**src/rtl/noc_pkg.sv**
```systemverilog
// Shared NoC definitions: flit_id encodings and the input-channel FSM state type.
package noc_pkg;

  localparam logic [2:0] FLIT_NONE = 3'b000;
  localparam logic [2:0] FLIT_HDR  = 3'b001;
  localparam logic [2:0] FLIT_BODY = 3'b010;
  localparam logic [2:0] FLIT_TAIL = 3'b100;

  localparam int unsigned LEN_W = 12;

  typedef enum logic [1:0] {
    ST_IDLE     = 2'd0,
    ST_WAIT_GNT = 2'd1,
    ST_XFER     = 2'd2
  } ic_state_e;

endpackage

```
**src/rtl/flit_fifo.sv**
```systemverilog
// Synchronous flit FIFO with extra-MSB pointers; head entry is visible without a pop.
module flit_fifo #(
  parameter int unsigned WIDTH = 35,
  parameter int unsigned DEPTH = 4
) (
  input  logic             clk,
  input  logic             rst_n,
  input  logic             push_i,
  input  logic [WIDTH-1:0] wdata_i,
  input  logic             pop_i,
  output logic [WIDTH-1:0] head_o,
  output logic             full_o,
  output logic             empty_o
);

  localparam int unsigned AW = $clog2(DEPTH);

  logic [AW:0]      wr_q, wr_d, rd_q, rd_d;
  logic [WIDTH-1:0] mem_q [DEPTH];
  logic             do_push, do_pop;

  assign full_o  = (wr_q[AW] != rd_q[AW]) && (wr_q[AW-1:0] == rd_q[AW-1:0]);
  assign empty_o = (wr_q == rd_q);
  // A push is refused while full even if the same cycle pops.
  assign do_push = push_i && !full_o;
  assign do_pop  = pop_i && !empty_o;
  assign head_o  = mem_q[rd_q[AW-1:0]];

  always_comb begin
    wr_d = wr_q;
    rd_d = rd_q;
    if (do_push) wr_d = wr_q + (AW+1)'(1);
    if (do_pop)  rd_d = rd_q + (AW+1)'(1);
  end

  always_ff @(posedge clk or negedge rst_n) begin
    if (!rst_n) begin
      wr_q <= '0;
      rd_q <= '0;
    end else begin
      wr_q <= wr_d;
      rd_q <= rd_d;
    end
  end

  always_ff @(posedge clk) begin
    if (do_push) mem_q[wr_q[AW-1:0]] <= wdata_i;
  end

endmodule

```
**src/rtl/input_channel.sv**
```systemverilog
// Router input channel: buffers link flits, requests the arbiter per packet and
// forwards granted flits to the crossbar; stray non-header flits are dropped in IDLE.
module input_channel
  import noc_pkg::*;
#(
  parameter int unsigned DATA_W = 32,
  parameter int unsigned DEPTH  = 4
) (
  input  logic              clk,
  input  logic              rst,
  input  logic              in_valid,
  input  logic [2:0]        in_flit_id,
  input  logic [DATA_W-1:0] in_data,
  output logic              in_ready,
  output logic              req,
  output logic [2:0]        flit_id,
  output logic [LEN_W-1:0]  length,
  input  logic              grant,
  output logic              out_valid,
  output logic [2:0]        out_flit_id,
  output logic [DATA_W-1:0] out_data,
  output logic              drop
);

  localparam int unsigned FW = DATA_W + 3;

  logic [FW-1:0]     head;
  logic [2:0]        head_id;
  logic [DATA_W-1:0] head_data;
  logic              fifo_full, fifo_empty, pop, fwd;

  ic_state_e         state_q, state_d;
  logic [LEN_W-1:0]  len_q, len_d;
  logic              out_valid_q, drop_q, drop_d;
  logic [2:0]        out_id_q;
  logic [DATA_W-1:0] out_data_q;

  flit_fifo #(
    .WIDTH (FW),
    .DEPTH (DEPTH)
  ) u_fifo (
    .clk     (clk),
    .rst_n   (rst),
    .push_i  (in_valid),
    .wdata_i ({in_flit_id, in_data}),
    .pop_i   (pop),
    .head_o  (head),
    .full_o  (fifo_full),
    .empty_o (fifo_empty)
  );

  assign head_id   = head[FW-1:DATA_W];
  assign head_data = head[DATA_W-1:0];
  assign in_ready  = !fifo_full;
  assign flit_id   = fifo_empty ? FLIT_NONE : head_id;
  assign req       = (state_q != ST_IDLE);

  always_comb begin
    state_d = state_q;
    len_d   = len_q;
    pop     = 1'b0;
    fwd     = 1'b0;
    drop_d  = 1'b0;
    unique case (state_q)
      ST_IDLE: begin
        // The header stays at the head; it is forwarded as the first flit of XFER.
        if (!fifo_empty) begin
          if (head_id == FLIT_HDR) begin
            len_d   = head_data[LEN_W-1:0];
            state_d = ST_WAIT_GNT;
          end else begin
            pop    = 1'b1;
            drop_d = 1'b1;
          end
        end
      end
      ST_WAIT_GNT: begin
        if (grant) state_d = ST_XFER;
      end
      ST_XFER: begin
        if (!grant) begin
          state_d = ST_WAIT_GNT;
        end else if (!fifo_empty) begin
          pop = 1'b1;
          fwd = 1'b1;
          if (head_id == FLIT_TAIL) state_d = ST_IDLE;
        end
      end
      default: state_d = ST_IDLE;
    endcase
  end

  always_ff @(posedge clk or negedge rst) begin
    if (!rst) begin
      state_q     <= ST_IDLE;
      len_q       <= '0;
      out_valid_q <= 1'b0;
      out_id_q    <= '0;
      out_data_q  <= '0;
      drop_q      <= 1'b0;
    end else begin
      state_q     <= state_d;
      len_q       <= len_d;
      out_valid_q <= fwd;
      drop_q      <= drop_d;
      if (fwd) begin
        out_id_q   <= head_id;
        out_data_q <= head_data;
      end
    end
  end

  assign length      = len_q;
  assign out_valid   = out_valid_q;
  assign out_flit_id = out_id_q;
  assign out_data    = out_data_q;
  assign drop        = drop_q;

endmodule

```
**config.mk**
```make
export PLATFORM = sky130hd
export DESIGN_NAME = input_channel
export DESIGN_NICKNAME = d
export VERILOG_FILES = /design/src/rtl/noc_pkg.sv /design/src/rtl/flit_fifo.sv /design/src/rtl/input_channel.sv
export SDC_FILE = /design/constraint.sdc
export NUM_CORES = 1
export LEC_CHECK = 0
export CORE_ASPECT_RATIO = 1.2
export CORE_MARGIN = 4
export CORE_UTILIZATION = 57
export CTS_BUF_LIST = sky130_fd_sc_hd__clkbuf_2
export CTS_CLUSTER_DIAMETER = 50
export DETAILED_ROUTE_END_ITERATION = 8
export PLACE_DENSITY_LB_ADDON = 0.3
export SETUP_SLACK_MARGIN = 0.02
export SLEW_MARGIN = 40
export SYNTH_ARGS = -nofsm -noshare
export SYNTH_HDL_FRONTEND = slang
export SYNTH_SLANG_ARGS = --single-unit
```
**constraint.sdc**
```tcl
create_clock -name clk -period 3.67 [get_ports clk]
set_clock_uncertainty 0.1 [all_clocks]
set_input_delay 0.367 -clock clk [delete_from_list [all_inputs] [get_ports clk]]
set_output_delay 0.367 -clock clk [all_outputs]
set_load 0.01 [all_outputs]
```
==> impl_metrics.tcl <==
set metrics [dict create \
    status "finished clean" \
    hpwl_um 8313 \
    wl_per_cell_um 20.44 \
    num_rows 45 \
    design.die.area_um2 14880 \
    viasPerCell 5.583 \
    pre_cts_slack_ns 0.9316 \
    critPathRequiredTime_ns 3.20 \
    grt_start_max_net_pins 36 \
    cts_tree "yes" \
    endpoint_kind "output pin" \
    die_y_um 132.8 \
    cts-root-buf "clkbuf_2" \
    wirelength_um 12740 \
    place_congestion 0.7163 \
    worst_pin_slew_ns 0.6755 \
    grt_pass1_wl_um 20780 \
    synth_area_leaders "edfxtp_1 (57%), dfrtp_1 (19%), mux4_2 (11%)" \
    ys_warn_count 0 \
    crit_path_max_fanout 13 \
    path_class "reg2out" \
    ys_ff_latch 197 \
    area_delta_synth_final_pct 18.86 \
    min_path_type "in2reg" \
    fin_cells 623 \
    firstDrtPassIters 4 \
    final_util 0.6945 \
    ant_nets 0 \
    yosysTopAreaCell "edfxtp_1" \
    avgSynthCellArea_um2 21.84 \
    ir_drop_mv 0.3893 \
    cts_made_buffers 17 \
    period_minus_slack_ns 3.120 \
    layout-drive-gt1-share 0.2702 \
    syn-num-nets 383 \
    htree_levels 4 \
    leakage_uw 0.003159 \
    powerDensity_nw_per_um2 788.7 \
    synth_seq_area_share 0.7606 \
    finalHoldViolations 0 \
    cpMaxStageDelayCell "dfrtp_2" \
    syn-cell-area_um2 7402 \
    grt_antenna_before_repair 0 \
    cp-start-kind "flip-flop" \
    io_pins 93 \
    syn_inst 339 \
    grt_usage 0.1851 \
    initial_core_util 0.5843 \
    rsz0062_at_grt "false" \
    n_antenna_cell 0 \
    finalSetupTns_ns 0 \
    max_cap_violations 0 \
    drt_iter0_markers 201 \
    path_cells "mux4_2 > nor2b_1 > clkdlybuf4s50_1" \
    clk_pin_slew_ns 0.25 \
    clock_sinks 197 \
    grt.overflow.total 0 \
    fp.dieW_um 112.0 \
    synth_cell_types 31 \
    arrival_ns 2.65 \
    finalCritPeriodShare 0.8501 \
    clock.fmax_ghz 0.3205 \
    grt_pass1_vias 3859 \
    layout_commonest_cell "edfxtp_1" \
    cpPeakStageDelay_ns 0.68 \
    synth_top_cell_area_share 0.5680 \
    postCtsSetupBuffers 0 \
    final_max_slew_viol_count 0 \
    core_um2 12670 \
    numPortBuffers 92 \
    drc_errors 0 \
    clkLatencyLatePin_ns 0.70 \
    rr_worst_depth 4 \
    setup_viol_count_final 0 \
    fin_ws_ns 0.5500 \
    clockBufferDepth 2 \
    post-place-cells 588 \
    slew_headroom 0.5487 \
    vias 3478 \
    min_path_cells 1 \
    final_nets 490 \
    final_cell_mix "edfxtp_1 (140), clkdlybuf4s50_1 (91), dfrtp_1 (55), mux4_2 (35), mux2_2 (30)" \
]
-- worst max-delay path, delay by kind of cell (launching register included) --
kind / cells / cell delay (ns)
multiplexers: 1 / 0.62
AND/OR/NAND/NOR: 1 / 0.16
flip-flops: 1 / 0.68
buffers and inverters: 1 / 0.49
-- path summary, 6_finish.rpt --
| path | end | start | slack (ns) |
|---|---|---|---|
| worst max-delay path | flit_id[1] | u_fifo.rd_q[0] | 0.55 |
| worst min-delay path | u_fifo.mem_q[1][14] | in_data[14] | 0.15 |
| worst max register to register | u_fifo.mem_q[0][32] | u_fifo.rd_q[0] | 0.96 |
| worst min register to register | u_fifo.rd_q[2] | u_fifo.rd_q[2] | 0.41 |
| max in group asynchronous | out_data[20] | rst | 2.47 |
| min in group asynchronous | u_fifo.rd_q[2] | rst | 0.47 |
-- state kept, by name (all words and copies together), names as in the netlist --
name and cells:
drop 1, length 12, out_data 32, out_flit_id 3, out_valid 1, state_q 2, u_fifo.mem_q 140, u_fifo.rd_q 3
u_fifo.wr_q 3
-- area by class of cell --
cell class                 instances  area, µm²
clock buffer                      20      100.1
clock inverter                    12      127.6
fill                             821       3870
inverter                           5      18.77
multi-input combinational        123       1690
sequential                       197       5633
tap                              164      205.2
timing repair buffer             102       1023
-- logic make-up after synthesis --
logic type,after synthesis,share of synthesized area
AND/OR/NAND/NOR,23,0.02130
buffers and inverters,19,0.01285
AO/OA/AOI/OAI,5,0.004395
XOR/XNOR,7,0.008283
multiplexers,83,0.1841
flip-flops,197,0.7606
adder cells (fa/ha/maj),5,0.008452
-- repair_timing --
item                                    CTS  global route
hold buffers                              3             0
hold endpoints to repair                 57             0
endpoints found under the setup margin    0             0
gates resized for setup                   0             0
-- cell usage after synthesis --
library cell / number
nor3b_2: 1
nor4b_1: 1
buf_2: 7
nor3_1: 2
nor2_1: 3
xnor2_1: 3
mux2_1: 9
inv_1: 5
nand2b_1: 1
o21ai_0: 1
o41ai_1: 1
buf_1: 2
dfrtp_1: 57
nand3b_2: 1
mux4_2: 35
a31oi_1: 1
nor4b_2: 1
buf_6: 2
mux2_4: 9
mux2_2: 30
o21ai_1: 1
edfxtp_1: 140
nand3_1: 1
ha_1: 5
and3b_1: 2
xor2_1: 4
and2_1: 4
clkbuf_1: 3
nand2_1: 1
nor2b_1: 5
a21boi_0: 1
-- where the power goes --
group | internal (µW) | switching [µW]
sequential | 3090 | 295
clock | 322 | 671
combinational | 1440 | 1120
total | 4850 | 2090
-- per-stage QoR --
| stage | total power, µW | hold slack [ns] | cell area [µm²] |
|---|---|---|---|
| after floorplan | 4942 | -0.02859 | 7402 |
| after global placement | 5976 | 0.3678 | 8527 |
| after detailed placement | 6063 | 0.2725 | 8531 |
| after CTS | 7042 | 0.08491 | 8798 |
| after global routing | 7367 | 0.06146 | 8798 |
| final | 6940 | 0.1515 | 8798 |
-- metal layers --
layer / GRT usage / wire length [µm] / vias to the layer above
li1: - / - / 1561
met1: 0.2403 / 5045 / 1794
met2: 0.3120 / 6775 / 104
met3: 0.04575 / 664 / 19
met4: 0.05878 / 251 / 0
met5: 0 / 0 / -
No activity file was read; power rests on OpenSTA's default activity.
